$ cat src/rtl/run_pattern_pkg.sv
`default_nettype none
// ============================================================================
// Module      : run_pattern_pkg
// Description : Shared types and constants for the run-pattern generator.
//               FSM state encoding, datapath widths, LFSR feedback polynomial
//               and the request-length saturation helper.
// Revision    : 1.0  initial release
// ============================================================================
package run_pattern_pkg;

    localparam int          WORD_W    = 8;
    localparam int          LEN_W     = 4;
    localparam int          LFSR_W    = 16;
    // x^16 + x^14 + x^13 + x^11 + 1, right-shifting Galois form
    localparam logic [15:0] LFSR_TAPS = 16'hB400;

    typedef enum logic [1:0] {
        IDLE   = 2'd0,
        SELECT = 2'd1,
        BUILD  = 2'd2,
        HOLD   = 2'd3
    } rpg_state_t;

    // Requests longer than the word saturate to a full word of ones.
    function automatic logic [LEN_W-1:0] sat_len(input logic [LEN_W-1:0] len);
        return (len > 4'd8) ? 4'd8 : len;
    endfunction

endpackage : run_pattern_pkg
`default_nettype wire

$ cat src/rtl/run_lfsr.sv
`default_nettype none
// ============================================================================
// Module      : run_lfsr
// Description : Free-running 16-bit Galois LFSR. Steps every cycle. A zero
//               seed would lock the register, so it is replaced by 16'h0001.
// Ports       : clk   - clock, rising edge
//               rst_n - asynchronous active-low reset (loads seed)
//               seed  - reset value
//               q     - current LFSR state
// Revision    : 1.0  initial release
// ============================================================================
module run_lfsr
    import run_pattern_pkg::*;
(
    input  logic              clk,
    input  logic              rst_n,
    input  logic [LFSR_W-1:0] seed,
    output logic [LFSR_W-1:0] q
);

    logic [LFSR_W-1:0] w_seed;
    logic [LFSR_W-1:0] r_q;

    assign w_seed = (seed == '0) ? {{(LFSR_W-1){1'b0}}, 1'b1} : seed;

    always_ff @(posedge clk or negedge rst_n) begin
        if (!rst_n) begin
            r_q <= w_seed;
        end else begin
            r_q <= {1'b0, r_q[LFSR_W-1:1]} ^ (r_q[0] ? LFSR_TAPS : '0);
        end
    end

    assign q = r_q;

endmodule : run_lfsr
`default_nettype wire

$ cat src/rtl/run_pattern_gen.sv
`default_nettype none
// ============================================================================
// Module      : run_pattern_gen
// Description : Generates an 8-bit word whose longest run of consecutive ones
//               is exactly the requested length L (0..8, larger saturates).
//               The run position and filler bits are drawn from an LFSR.
//               Optional feature macro: RUN_PATTERN_SELFCHECK_EN enables a
//               longest-run tracker that sets the sticky chk_err flag when
//               the produced word does not match L; otherwise chk_err is 0.
// Ports       : clk, rst_n           - clock / async active-low reset
//               req_valid/req_ready  - request handshake, req_len length
//               out_valid/out_ready  - result handshake
//               out_word, out_len    - generated pattern and produced length
//               chk_err              - sticky self-check mismatch flag
// Revision    : 1.0  initial release
// ============================================================================
module run_pattern_gen
    import run_pattern_pkg::*;
#(
    parameter logic [15:0] SEED      = 16'hACE1,
    parameter int unsigned MAX_RETRY = 7
) (
    input  logic              clk,
    input  logic              rst_n,
    input  logic              req_valid,
    output logic              req_ready,
    input  logic [LEN_W-1:0]  req_len,
    output logic              out_valid,
    input  logic              out_ready,
    output logic [WORD_W-1:0] out_word,
    output logic [LEN_W-1:0]  out_len,
    output logic              chk_err
);

    localparam logic [7:0] c_max_retry = MAX_RETRY[7:0];

    rpg_state_t         r_state;
    rpg_state_t         w_state_nxt;

    logic [LFSR_W-1:0]  w_lfsr;
    logic               w_unused_lfsr;

    logic [LEN_W-1:0]   r_len;
    logic [2:0]         r_pos;
    logic [2:0]         r_idx;
    logic [LEN_W-1:0]   r_run_cnt;
    logic [7:0]         r_retry;
    logic [WORD_W-1:0]  r_word;

    logic [LEN_W-1:0]   w_len_sat;
    logic               w_accept;
    logic               w_direct;
    logic               w_pos_ok;
    logic               w_retry_exh;
    logic [3:0]         w_idx4;
    logic [3:0]         w_pos4;
    logic [3:0]         w_win_hi;
    logic               w_in_win;
    logic               w_nbr;
    logic               w_fill;
    logic               w_bit;
    logic [LEN_W-1:0]   w_run_nxt;

    run_lfsr u_lfsr (
        .clk   (clk),
        .rst_n (rst_n),
        .seed  (SEED),
        .q     (w_lfsr)
    );

    // Only the low bits feed the datapath; the rest just keep the sequence long.
    assign w_unused_lfsr = ^w_lfsr[LFSR_W-1:3];

    assign w_len_sat   = sat_len(req_len);
    assign w_accept    = req_valid && (r_state == IDLE);
    // L==0 and L==8 have only one legal position, so the draw is skipped.
    assign w_direct    = (w_len_sat == 4'd0) || (w_len_sat == 4'd8);
    assign w_pos_ok    = ({1'b0, w_lfsr[2:0]} <= (4'd8 - r_len));
    assign w_retry_exh = (r_retry == c_max_retry);

    // Bit decision for the current index. p+L never exceeds 8, so 4 bits hold it.
    assign w_idx4    = {1'b0, r_idx};
    assign w_pos4    = {1'b0, r_pos};
    assign w_win_hi  = w_pos4 + r_len;
    assign w_in_win  = (w_idx4 >= w_pos4) && (w_idx4 < w_win_hi);
    assign w_nbr     = (w_idx4 == w_win_hi) || ((r_pos != 3'd0) && (r_idx == r_pos - 3'd1));
    // A filler bit may not complete a run of length L outside the window.
    assign w_fill    = w_lfsr[0] && (r_len != 4'd0) && (r_run_cnt != r_len - 4'd1);
    assign w_bit     = w_in_win ? 1'b1 : (w_nbr ? 1'b0 : w_fill);
    assign w_run_nxt = w_bit ? (r_run_cnt + 4'd1) : 4'd0;

    // ---------------------------------------------------------------- FSM
    always_ff @(posedge clk or negedge rst_n) begin
        if (!rst_n) begin
            r_state <= IDLE;
        end else begin
            r_state <= w_state_nxt;
        end
    end

    always_comb begin
        w_state_nxt = r_state;
        req_ready   = 1'b0;
        out_valid   = 1'b0;
        case (r_state)
            IDLE: begin
                req_ready = 1'b1;
                if (w_accept) begin
                    w_state_nxt = w_direct ? BUILD : SELECT;
                end
            end
            SELECT: begin
                if (w_retry_exh || w_pos_ok) begin
                    w_state_nxt = BUILD;
                end
            end
            BUILD: begin
                if (r_idx == 3'd0) begin
                    w_state_nxt = HOLD;
                end
            end
            HOLD: begin
                out_valid = 1'b1;
                if (out_ready) begin
                    w_state_nxt = IDLE;
                end
            end
            default: w_state_nxt = IDLE;
        endcase
    end

    // ----------------------------------------------------------- datapath
    always_ff @(posedge clk or negedge rst_n) begin
        if (!rst_n) begin
            r_len     <= '0;
            r_pos     <= '0;
            r_idx     <= 3'd7;
            r_run_cnt <= '0;
            r_retry   <= '0;
            r_word    <= '0;
        end else begin
            case (r_state)
                IDLE: begin
                    if (w_accept) begin
                        r_len     <= w_len_sat;
                        r_pos     <= '0;
                        r_retry   <= '0;
                        r_idx     <= 3'd7;
                        r_run_cnt <= '0;
                        if (w_direct) begin
                            r_word <= '0;
                        end
                    end
                end
                SELECT: begin
                    if (w_retry_exh) begin
                        r_pos  <= '0;
                        r_word <= '0;
                    end else if (w_pos_ok) begin
                        r_pos  <= w_lfsr[2:0];
                        r_word <= '0;
                    end else begin
                        r_retry <= r_retry + 8'd1;
                    end
                end
                BUILD: begin
                    r_word[r_idx] <= w_bit;
                    r_run_cnt     <= w_run_nxt;
                    r_idx         <= r_idx - 3'd1;
                end
                default: ;
            endcase
        end
    end

    assign out_word = r_word;
    assign out_len  = r_len;

`ifdef RUN_PATTERN_SELFCHECK_EN
    logic [LEN_W-1:0] r_max_run;
    logic [LEN_W-1:0] w_max_nxt;
    logic             r_chk_err;

    assign w_max_nxt = (w_run_nxt > r_max_run) ? w_run_nxt : r_max_run;

    always_ff @(posedge clk or negedge rst_n) begin
        if (!rst_n) begin
            r_max_run <= '0;
            r_chk_err <= 1'b0;
        end else if (r_state == BUILD) begin
            r_max_run <= w_max_nxt;
            // Last bit: w_max_nxt is the longest run of the finished word.
            if ((r_idx == 3'd0) && (w_max_nxt != r_len)) begin
                r_chk_err <= 1'b1;
            end
        end else begin
            r_max_run <= '0;
        end
    end

    assign chk_err = r_chk_err;
`else
    assign chk_err = 1'b0;
`endif

endmodule : run_pattern_gen
`default_nettype wire

$ cat config.mk
export PLATFORM = sky130hd
export DESIGN_NAME = run_pattern_gen
export DESIGN_NICKNAME = d
export VERILOG_FILES = /design/src/rtl/run_pattern_pkg.sv /design/src/rtl/run_lfsr.sv /design/src/rtl/run_pattern_gen.sv
export SDC_FILE = /design/constraint.sdc
export NUM_CORES = 1
export LEC_CHECK = 0
export ABC_AREA = 1
export BUFFER_PORTS_ARGS = -buffer_cell sky130_fd_sc_hd__clkbuf_2
export CORE_UTILIZATION = 35
export DETAILED_ROUTE_END_ITERATION = 8
export GPL_ROUTABILITY_DRIVEN = 0
export GPL_TIMING_DRIVEN = 0
export PLACE_DENSITY = 0.54
export SETUP_SLACK_MARGIN = 0.1
export SYNTH_ARGS = -nofsm -noshare
export SYNTH_HDL_FRONTEND = slang
export SYNTH_SLANG_ARGS = --single-unit
$ cat constraint.sdc
create_clock -name clk -period 6.5 [get_ports clk]
set_input_delay 1.3 -clock clk [delete_from_list [all_inputs] [get_ports clk]]
set_output_delay 1.3 -clock clk [all_outputs]
set_load 0.03 [all_outputs]
==> run metrics <==
TritonRoute pass-1 iters=4; Worst Hold Class=reg -> reg; Worst Path Arrival=1.36 ns; first-pass GRT wire length=10720 µm; Final Setup Violations=0; CTS Buf Count=5; vias in the first global route=2232; Clock Sinks=48; nets=411; die area=8932 µm²; Root Driver=clkbuf_8; worst vdd ir=0.1945 mV; Tcrit/Tclk final=40.99%; CTS tree=built; DP Cell Count=476; CTS Hold Bufs=0; clock-pin slew on the worst setup and hold paths=0.10 ns; most frequent cell after synthesis=nand2_1; Avg Inst Size Synth=8.558 µm²; most frequently used flop master after synthesis=dfrtp_1; Via density=4.738; Post-CTS Setup Bufs=0; Worst Path Class, Setup=reg -> out; met3 global-route usage=2.657%; Worst Max-Slew Pin Slew=1.211 ns; synth-to-layout area growth=12.49%; EDFF count, synth=0; final WL=6017 µm; outcome=complete, no violations; Residual DRC=0; Non-Filler Instances=484; Synth Warn #=0; Worst Hold Path EP=u_lfsr.q[5]; Iteration-0 DRC Markers=90; initial antenna violation count=0; core area=8258 µm²; area occupied by multi-input gates=1556 µm²; grt peak-use layer=met2; CTS max path bufs=2; Netlist cell types=41; Leakage=1.703 nW; syn nets=383; fraction of layout instances using a drive strength above 1=24.27%; filler cell count=855; largest fanout on the critical path=5; cell taking the most area after synthesis=dfrtp_1; Die Ht=94.51 µm; Reg area=1215 µm²; reg2reg end=out_word[5]; worst flop-to-flop path startpoint=out_len[0]; final number of max-transition violations=0; Area contributors post-synth=dfrtp_1 (31%), nand2_1 (11%), ha_1 (10%); pwr dens=430.5 nW/µm²; gr ovfl total=0; met2 usage=23.73%; Die X=94.51 µm; PortBufs=21; Hold Vio Cnt, Final=0; clk_skew=0.01142 ns; Worst Setup End Kind=primary output; worst-skew pair later-pin latency=0.31 ns; Worst Path Required=5.20 ns; H-tree depth=2; WL per Instance=12.43 µm; maxcap violations=0; WHS Path Cells=0; post-synthesis sequential area ratio=40.56%; Synth top cells by count=nand2_1 (87), dfrtp_1 (37), inv_1 (33), ha_1 (24), nor2_1 (24); Setup crit start kind=register; vias=2293; Starting Density=36.27%; Worst Hold Launch=u_lfsr.q[6]; Tmin final=2.665 ns; Worst R2R Path Depth=12; DP HPWL=4561 µm; post-synthesis cell area=2995 µm²; Synth top area share=30.91%; max_slew headroom=19.26%; setup TNS=0 ns; Antenna Violating Nets Remaining=0; # rows=33; Async SR Flop Fraction=100.0%; Reg2Reg Setup Slack=4.07 ns; largest net degree at the start of global routing=49; f_max=375.3 MHz; total track usage=15.51%; Post-Syn Instances=350; # diodes=0; post_cts resized=0; Ports=23; RSZ-0062 raised after global routing=no; Seq cells post-synth=48; GR Layer Usage met1=22.51%
registers in the layout, summed over array words and instances, names as in the netlist:
name	flops
u_lfsr.q	16
r_idx	3
r_run_cnt	4
out_word	8
out_len	4
r_state	2
r_pos	3
r_retry	8
through the flow:
stage	power (mW)	setup WS (ns)	util (%)	hold WS, ns	instance area [µm²]
final	1.451	3.835	40.80	0.3505	3369
after global routing	1.587	3.745	40.80	0.3651	3369
after CTS	1.468	3.821	40.80	0.3604	3369
after detailed placement	1.199	4.054	39.14	0.3367	3232
after global placement	1.186	4.060	39.14	0.3369	3232
after floorplan	1.015	4.198	-	0.3312	2995
per-layer routing:
layer / vias up / routed length [µm]
li1: 1186 / -
met1: 1086 / 3067
met2: 16 / 2769
met3: 5 / 112
met4: 0 / 67
met5: - / 0
power breakdown:
group | switching (mW) | internal (mW) | total [mW]
combinational | 0.499 | 0.274 | 0.772
clock | 0.107 | 0.155 | 0.262
sequential | 0.0600 | 0.356 | 0.416
total | 0.666 | 0.785 | 1.45
kinds of logic (layout without fill, tap and decap cells):
| group | after synthesis | count (layout) | share of synthesized area (%) |
|---|---|---|---|
| flip-flops | 48 | 48 | 40.56 |
| buffers and inverters | 48 | 77 | 7.477 |
| AND/OR/NAND/NOR | 181 | 181 | 30.28 |
| XOR/XNOR | 13 | 13 | 3.801 |
| other | 1 | 1 | 0.1252 |
| adder cells (fa/ha/maj) | 25 | 25 | 10.69 |
| AO/OA/AOI/OAI | 34 | 34 | 7.060 |
area by class of cell:
type                    instances  area share (%)
flip-flops and latches         48           36.06
plain buffers                   9           2.302
clock buffers                   5           2.042
well taps                     105           3.899
repair buffers                 21           3.119
inverters                      39           4.345
multi-input cells             254           46.19
clock inverters                 3           2.042
layout by cell type (no fill, tap or decap), types with 4 or more instances in the layout:
cell type / count
xor2_1: 11
ha_1: 24
nand4_1: 12
or2_2: 10
dfstp_2: 11
dfrtp_1: 37
clkbuf_2: 21
nand2_2: 7
buf_2: 4
inv_2: 6
nor2_1: 24
nand3_1: 19
o21ai_2: 7
a21oi_1: 7
nand2_1: 87
clkbuf_8: 5
nor3_1: 8
inv_1: 33
o21ai_0: 7
o21ai_1: 6
worst max-delay path by stage:
stage,from,to,slack (ns)
after floorplan,out_len[0],out_word[1],4.20
after global placement,req_len[2],out_word[3],4.06
after detailed placement,rst_n,r_run_cnt[0],4.05
after CTS,r_state[0],req_ready,3.82
after global routing,r_state[0],req_ready,3.75
final,r_state[0],req_ready,3.84
critical path: stages, from the launching register on:
cell	delay, ns
dfrtp_1	0.44
inv_1	0.10
ha_1	0.27
clkbuf_2	0.25
No activity file was read; power rests on OpenSTA's default activity.
